File: src/rtl/fsm_stream_sequencer.sv
// Run controller for a 4-state Mealy detector FSM.
// It resets the FSM, drives a latched bit pattern onto X LSB-first, logs every Y, and counts Y == TARGET hits.
module fsm_stream_sequencer #(
  parameter int          N_BITS = 8,
  parameter int          CNT_W  = 4,
  parameter logic [1:0]  TARGET = 2'b10
) (
  input  logic                  clk,
  input  logic                  reset,
  input  logic                  start,
  input  logic [N_BITS-1:0]     pattern,
  input  logic [CNT_W-1:0]      length,
  input  logic [1:0]            fsm_y,
  output logic                  fsm_x,
  output logic                  fsm_reset,
  output logic                  busy,
  output logic                  done,
  output logic [2*N_BITS-1:0]   y_log,
  output logic [CNT_W-1:0]      hit_count
);

  typedef enum logic [1:0] {S_IDLE, S_RST, S_RUN, S_DONE} state_e;

  localparam logic [CNT_W-1:0] MAX_LEN = CNT_W'(N_BITS);

  state_e                state_q, state_d;
  logic [N_BITS-1:0]     shreg_q, shreg_d;
  logic [CNT_W-1:0]      len_q, len_d;
  logic [CNT_W-1:0]      idx_q, idx_d;
  logic [CNT_W-1:0]      hit_q, hit_d;
  logic [2*N_BITS-1:0]   ylog_q, ylog_d;
  logic                  fsm_rst_st;

  always_comb begin
    state_d    = state_q;
    shreg_d    = shreg_q;
    len_d      = len_q;
    idx_d      = idx_q;
    hit_d      = hit_q;
    ylog_d     = ylog_q;
    fsm_x      = 1'b0;
    fsm_rst_st = 1'b0;
    busy       = 1'b0;
    done       = 1'b0;
    case (state_q)
      S_IDLE: begin
        if (start) begin
          shreg_d = pattern;
          len_d   = (length > MAX_LEN) ? MAX_LEN : length;
          idx_d   = '0;
          hit_d   = '0;
          ylog_d  = '0;
          state_d = S_RST;
        end
      end
      S_RST: begin
        busy       = 1'b1;
        fsm_rst_st = 1'b1;
        state_d    = (len_q != '0) ? S_RUN : S_DONE;
      end
      S_RUN: begin
        busy  = 1'b1;
        fsm_x = shreg_q[0];
        // Y is Mealy, so it reflects the X driven in this same cycle
        for (int i = 0; i < N_BITS; i++) begin
          if (idx_q == CNT_W'(i)) ylog_d[2*i +: 2] = fsm_y;
        end
        if (fsm_y == TARGET) hit_d = hit_q + CNT_W'(1);
        shreg_d = shreg_q >> 1;
        idx_d   = idx_q + CNT_W'(1);
        if (idx_q == len_q - CNT_W'(1)) state_d = S_DONE;
      end
      S_DONE: begin
        done    = 1'b1;
        state_d = S_IDLE;
      end
      default: state_d = S_IDLE;
    endcase
  end

  always_ff @(posedge clk) begin
    if (reset) begin
      state_q <= S_IDLE;
      hit_q   <= '0;
      ylog_q  <= '0;
    end else begin
      state_q <= state_d;
      hit_q   <= hit_d;
      ylog_q  <= ylog_d;
    end
  end

  // Pattern, length and index are reloaded on every accepted start
  always_ff @(posedge clk) begin
    shreg_q <= shreg_d;
    len_q   <= len_d;
    idx_q   <= idx_d;
  end

  assign fsm_reset = reset | fsm_rst_st;
  assign y_log     = ylog_q;
  assign hit_count = hit_q;

endmodule
File: config.mk
export PLATFORM = sky130hd
export DESIGN_NAME = fsm_stream_sequencer
export DESIGN_NICKNAME = d
export VERILOG_FILES = /design/src/rtl/fsm_stream_sequencer.sv
export SDC_FILE = /design/constraint.sdc
export NUM_CORES = 1
export LEC_CHECK = 0
export CORE_MARGIN = 8
export CORE_UTILIZATION = 35
export DETAILED_ROUTE_END_ITERATION = 6
export PLACE_DENSITY_LB_ADDON = 0.15
export SYNTH_ARGS = -nofsm -noshare
export SYNTH_HDL_FRONTEND = slang
export SYNTH_SLANG_ARGS = --single-unit
File: constraint.sdc
create_clock -name clk -period 2.2 [get_ports clk]
set_input_delay 0.33 -clock clk [delete_from_list [all_inputs] [get_ports clk]]
set_output_delay 0.33 -clock clk [all_outputs]
set_load 0.005 [all_outputs]
; ---- Word level (Yosys, flattened, before mapping)
; Index checks and enable logic that the tools add are counted.
[word_totals]
regBits = 38
inputBits = 17
out_inout_bits = 24
wordCells = 82
[op_classes]
addsub = 3
magnitude_cmp = 1
n_eq_ne = 23
muxes = 24
bitwise_logic = 1
n_reduce_logical = 17
[op_table]
columns = op, count
row1 = $pmux W16 S2, 1
row2 = $reduce_and A3 Y1, 9
row3 = $ne A2 B2 Y1 const B, 11
row4 = $mux W2, 10
row5 = $eq A4 B3 Y1 const B, 4
row6 = $mux W16, 1
row7 = $pmux W4 S2, 2
row8 = $pmux W8 S2, 1
row9 = $add A4 B1 Y4 const B, 2
row10 = $eq A4 B2 Y1 const B, 2
row11 = $mux W4, 2
row12 = $mux W8, 1
row13 = $pmux W2 S4, 1
row14 = $eq A2 B2 Y1 const B, 3
row15 = $reduce_and A2 Y1, 3
row16 = $mux W1, 5
row17 = $eq A4 B1 Y1 const B, 1
row18 = $eq A4 B4 Y1, 1
row19 = $gt A4 B4 Y1 const B, 1
row20 = $logic_not A4 Y1, 1
row21 = $reduce_bool A4 Y1, 1
row22 = $sub A4 B1 Y4 const B, 1
row23 = $eq A2 B1 Y1 const B, 1
row24 = $logic_not A2 Y1, 1
row25 = other kinds (3), 3

; ---- Logic depth before layout (Yosys ltp)
[depth]
depth_word = 4
depth_mapped = 8
mapped_depth_nobuf = 6

; ---- Least setup slack after synthesis
; OpenSTA, ideal clock, no wires.
[synth_path]
path_type = register to register
startpoint = reg state_q[0]
endpoint = reg idx_q[0], enable pin
setup_ns = 0.299
arrival_ns = 1.389
required_time_ns = 1.901
slack_ns = 0.512
stages_incl_launch_ff = 7
n_path_buf = 2
synth_period_minus_slack_ns = 1.688
cell_sequence = dfxtp_1 inv_1 ha_1 buf_6 mux2i_1 buf_2 inv_1
[synth_between]
elab_chain_cells = 3
word_cells_on_any_way = 5
classes_between = eq/ne (2) / reduce/logical (3)
[synth_lines]
columns = item, line
row1 = start: declaration, 26  ; state_e state_q, state_d;
row2 = start signal: assignment, 87  ; state_q <= state_d;
row3 = $eq A2 B2 Y1 / $logic_not A2 Y1 (equally long branches), 45  ; case (state_q)
row4 = $reduce_bool A2 Y1 (no source line) / $ne A2 B2 Y1 (equally long branches), -
row5 = $reduce_and A2 Y1 (no source line) (*), -
row6 = end signal: assignment, 97  ; idx_q <= idx_d;
row7 = end: declaration, 29  ; logic [CNT_W-1:0] idx_q, idx_d;
; Mark *: on every way between the ends. The rest lies on a longest branch, timed or not.
; A chain may end at the register's enable or synchronous reset.

; ---- Worst setup path in the final report
[layout_path]
startpoint = reg state_q[1]
endpoint = out fsm_reset
[layout_between]
elab_chain_cells = 3
[layout_lines]
columns = item, line
row1 = $eq A2 B1 Y1, 45
row2 = $mux W1, 45
row3 = $or A1 B1 Y1, 100  ; assign fsm_reset = reset | fsm_rst_st;
row4 = end: declaration, 15  ; output logic fsm_reset,
; No other way between the ends.

==> impl_results.md <==
- Top Ports: 41
- Net count, final: 250
- GRT overflow: 0
- Syn Inst Count: 181
- Max Cap Viol: 0
- Hold path cells: 2
- Largest net degree at the start of global routing: 21
- #FFs+latches synth: 38
- # fillers: 553
- Final WS setup: 0.126 ns
- GRT busiest layer: met2
- Crit end category: output pin
- TritonCTS clock tree: yes
- Average wire per standard cell: 14.1 um
- Worst Max-Slew Pin Slew: 0.484 ns
- Die width: 91.8 um
- Root Buffer: clkbuf_8
- Routability cong.: 0.758
- Core area: 5540 sq um
- Fin crit share: 0.943
- RSZ-0062 raised after global routing: no
- Slowest-stage cell, CP: clkdlybuf4s50_1
- Yosys cell types: 38
- CP peak stage delay: 0.45 ns
- Total global-route track usage: 0.103
- Syn avg cell area: 11.1 sq um
- Num CTS Buffers: 5
- Initial DRT Pass Iterations: 4
- DRT antenna net count: 0
- Final Instance Area: 2540 sq um
- Worst hold slack: 0.502 ns
- Synth Area in Compound Gates: 0.0821
- Die Span Y: 91.8 um
- M2 GR Usage: 0.173
- Port Buf Inserts: 40
- Gates resized, CTS repair: 0
- Primary FF master, synth: dfxtp_1
- TritonCTS Sinks: 38
- Final min period: 2.07 ns
- WP data required: 1.87 ns
- Layout cell share with drive strength beyond 1: 0.149
- Row count: 27
- Vias: 1374
- Leak: 0.000973 uW
- Post-synth EDFFs: 16
- Register area share after synthesis: 0.458
- Startpoint types: flip-flop
- Starting Density: 0.363
- Slew HR: 0.677
- Vias in the first global route: 1486
- Main combinational cell family by area after synthesis: simple AND/OR/NAND/NOR gates
- Antenna violations before repair: 0
- VDD IR max: 0.467 mV
- Area growth from synthesis to layout: 26.5%
- Reg clk slew, reported paths: 0.07 ns
- Post-CTS setup buffers: 0
- GR Layer Usage met1: 0.115
- Diode count: 0
- Drc violations: 0
- Post-Synth XOR/XNOR Area: 0.0460
- R2R depth: 7
- Setup total negative slack: 0 ns
- Asr flop ratio synth: 0
- Dpl hpwl: 3230 um
- Fin Clk Skew: 0.00589 ns
- CTS max path bufs: 2
- Area share of and/or/nand/nor cells after synthesis: 0.150
- Final hold viol count: 0
- Vias per cell: 4.67
- Final setup fails: 0
- YS warnings: 0
- Pre-CTS setup slack: 0.375 ns
- Crit path kind: flip-flop to output pin
- DIE AREA: 8430 sq um
- Post-Synthesis Cell Area: 2010 sq um
- Crit path DAT: 1.74 ns
- Cell Area, Placed: 2450 sq um
- Synth Net Count: 210
- Crit Path Max Fanout: 5
- Global-route wire length before repair: 6980 um
- Crit path cell chain: inv_1 > ha_1 > or2_2 > clkdlybuf4s50_1
- Iter 0 DRT Violations: 61
- Mux contribution to synthesized area: 0.134
- Cts-stage hold buffer count: 0
- H-Tree Depth: 2
- Max frequency: 482 MHz
- Min-Delay Path Class: flip-flop to flip-flop
- Clk_lat worst skew: 0.28 ns
- Outcome: finished clean
- Total Wirelength: 4160 um
- Fin. max-slew vios: 0
- Post-synthesis adder-cell area fraction: 0.0746
- PwrDens: 973 nW/um^2
- Met3 usage: 0.0383
final timing paths:
kind	to	from	slack, ns
worst min register to register	y_log[5]	y_log[5]	0.50
worst min-delay path	y_log[5]	y_log[5]	0.50
worst max register to register	y_log[6]	state_q[0]	0.41
worst max-delay path	fsm_reset	state_q[1]	0.13
registers in the layout, summed over array words and instances (netlist names):
name / flops
hit_count: 4
idx_q: 4
len_q: 4
shreg_q: 8
state_q: 2
y_log: 16
cell families after synthesis:
family	Yosys count
mux	26
compound gates	20
fa+ha+maj	12
buf+inv	20
simple gates	57
xor+xnor	8
flops	38
stage by stage:
stage / instances / util / power, uW
after detailed placement: 286 / 0.443 / 2020
after CTS: 294 / 0.459 / 2510
final: 294 / 0.459 / 2480
after global placement: 286 / 0.443 / 1980
after global routing: 294 / 0.459 / 2660
after floorplan: 181 / - / 1760
Yosys cell counts (4+ instances only):
| cell | number | area [sq um] |
|---|---|---|
| mux2_2 | 7 | 78.8 |
| nand3b_1 | 5 | 37.5 |
| and2_1 | 5 | 31.3 |
| dfxtp_1 | 22 | 440 |
| ha_1 | 12 | 150 |
| a21oi_2 | 8 | 70.1 |
| nand3_1 | 5 | 25.0 |
| nor2_1 | 23 | 86.3 |
| inv_1 | 9 | 33.8 |
| nand2_1 | 4 | 15.0 |
| nor2b_1 | 4 | 25.0 |
| or3b_1 | 4 | 35.0 |
| edfxtp_1 | 16 | 480 |
| mux2i_1 | 19 | 190 |
final cells by class:
cell class / count / area, sq um / share of cell area
Multi-Input combinational cell: 123 / 978 / 0.384
Sequential cell: 38 / 921 / 0.362
Timing Repair Buffer: 44 / 430 / 0.169
Tap cell: 72 / 90.1 / 0.0354
Clock buffer: 7 / 86.3 / 0.0339
Inverter: 9 / 33.8 / 0.0133
Clock inverter: 1 / 5.00 / 0.00197
report_power, final:
| group | internal, uW | switching [uW] |
|---|---|---|
| combinational | 481 | 471 |
| clock | 253 | 228 |
| sequential | 914 | 130 |
| total | 1650 | 829 |
layer usage:
layer  up-vias  part of all wire
li1        696                 -
met1       643              0.43
met2        28              0.50
met3         7             0.056
met4         0             0.015
met5         -                 0
critical path, delay by kind of cell (launching register included):
family | cells | cell delay, ns
adders and majority gates | 1 | 0.20
buffers and inverters | 2 | 0.56
DFF | 1 | 0.41
and+or+nand+nor | 1 | 0.29
cells in the final DEF (no fill, tap or decap), drive strengths merged:
cell type / netlist / final
clkdlybuf4s50: 0 / 40
nor2: 23 / 23
dfxtp: 22 / 22
mux2i: 19 / 19
edfxtp: 16 / 16
ha: 12 / 12
a21oi: 11 / 11
inv: 9 / 9
mux2: 7 / 7
clkbuf: 6 / 7
and2: 5 / 5
nand3: 5 / 5
nand3b: 5 / 5
or3b: 4 / 4
nor2b: 4 / 4
nand2: 4 / 4
buf: 5 / 4
xnor2: 4 / 4
xor2: 3 / 3
or2: 2 / 2
nand2b: 2 / 2
nor3: 1 / 1
or2b: 1 / 1
xnor3: 1 / 1
and2b: 1 / 1
o32ai: 1 / 1
a21o: 1 / 1
a211oi: 1 / 1
o21a: 1 / 1
a311o: 1 / 1
a31oi: 1 / 1
o31ai: 1 / 1
o311a: 1 / 1
a21bo: 1 / 1
clkinv: 0 / 1
Note: power is estimated with default switching activity, not from simulation.
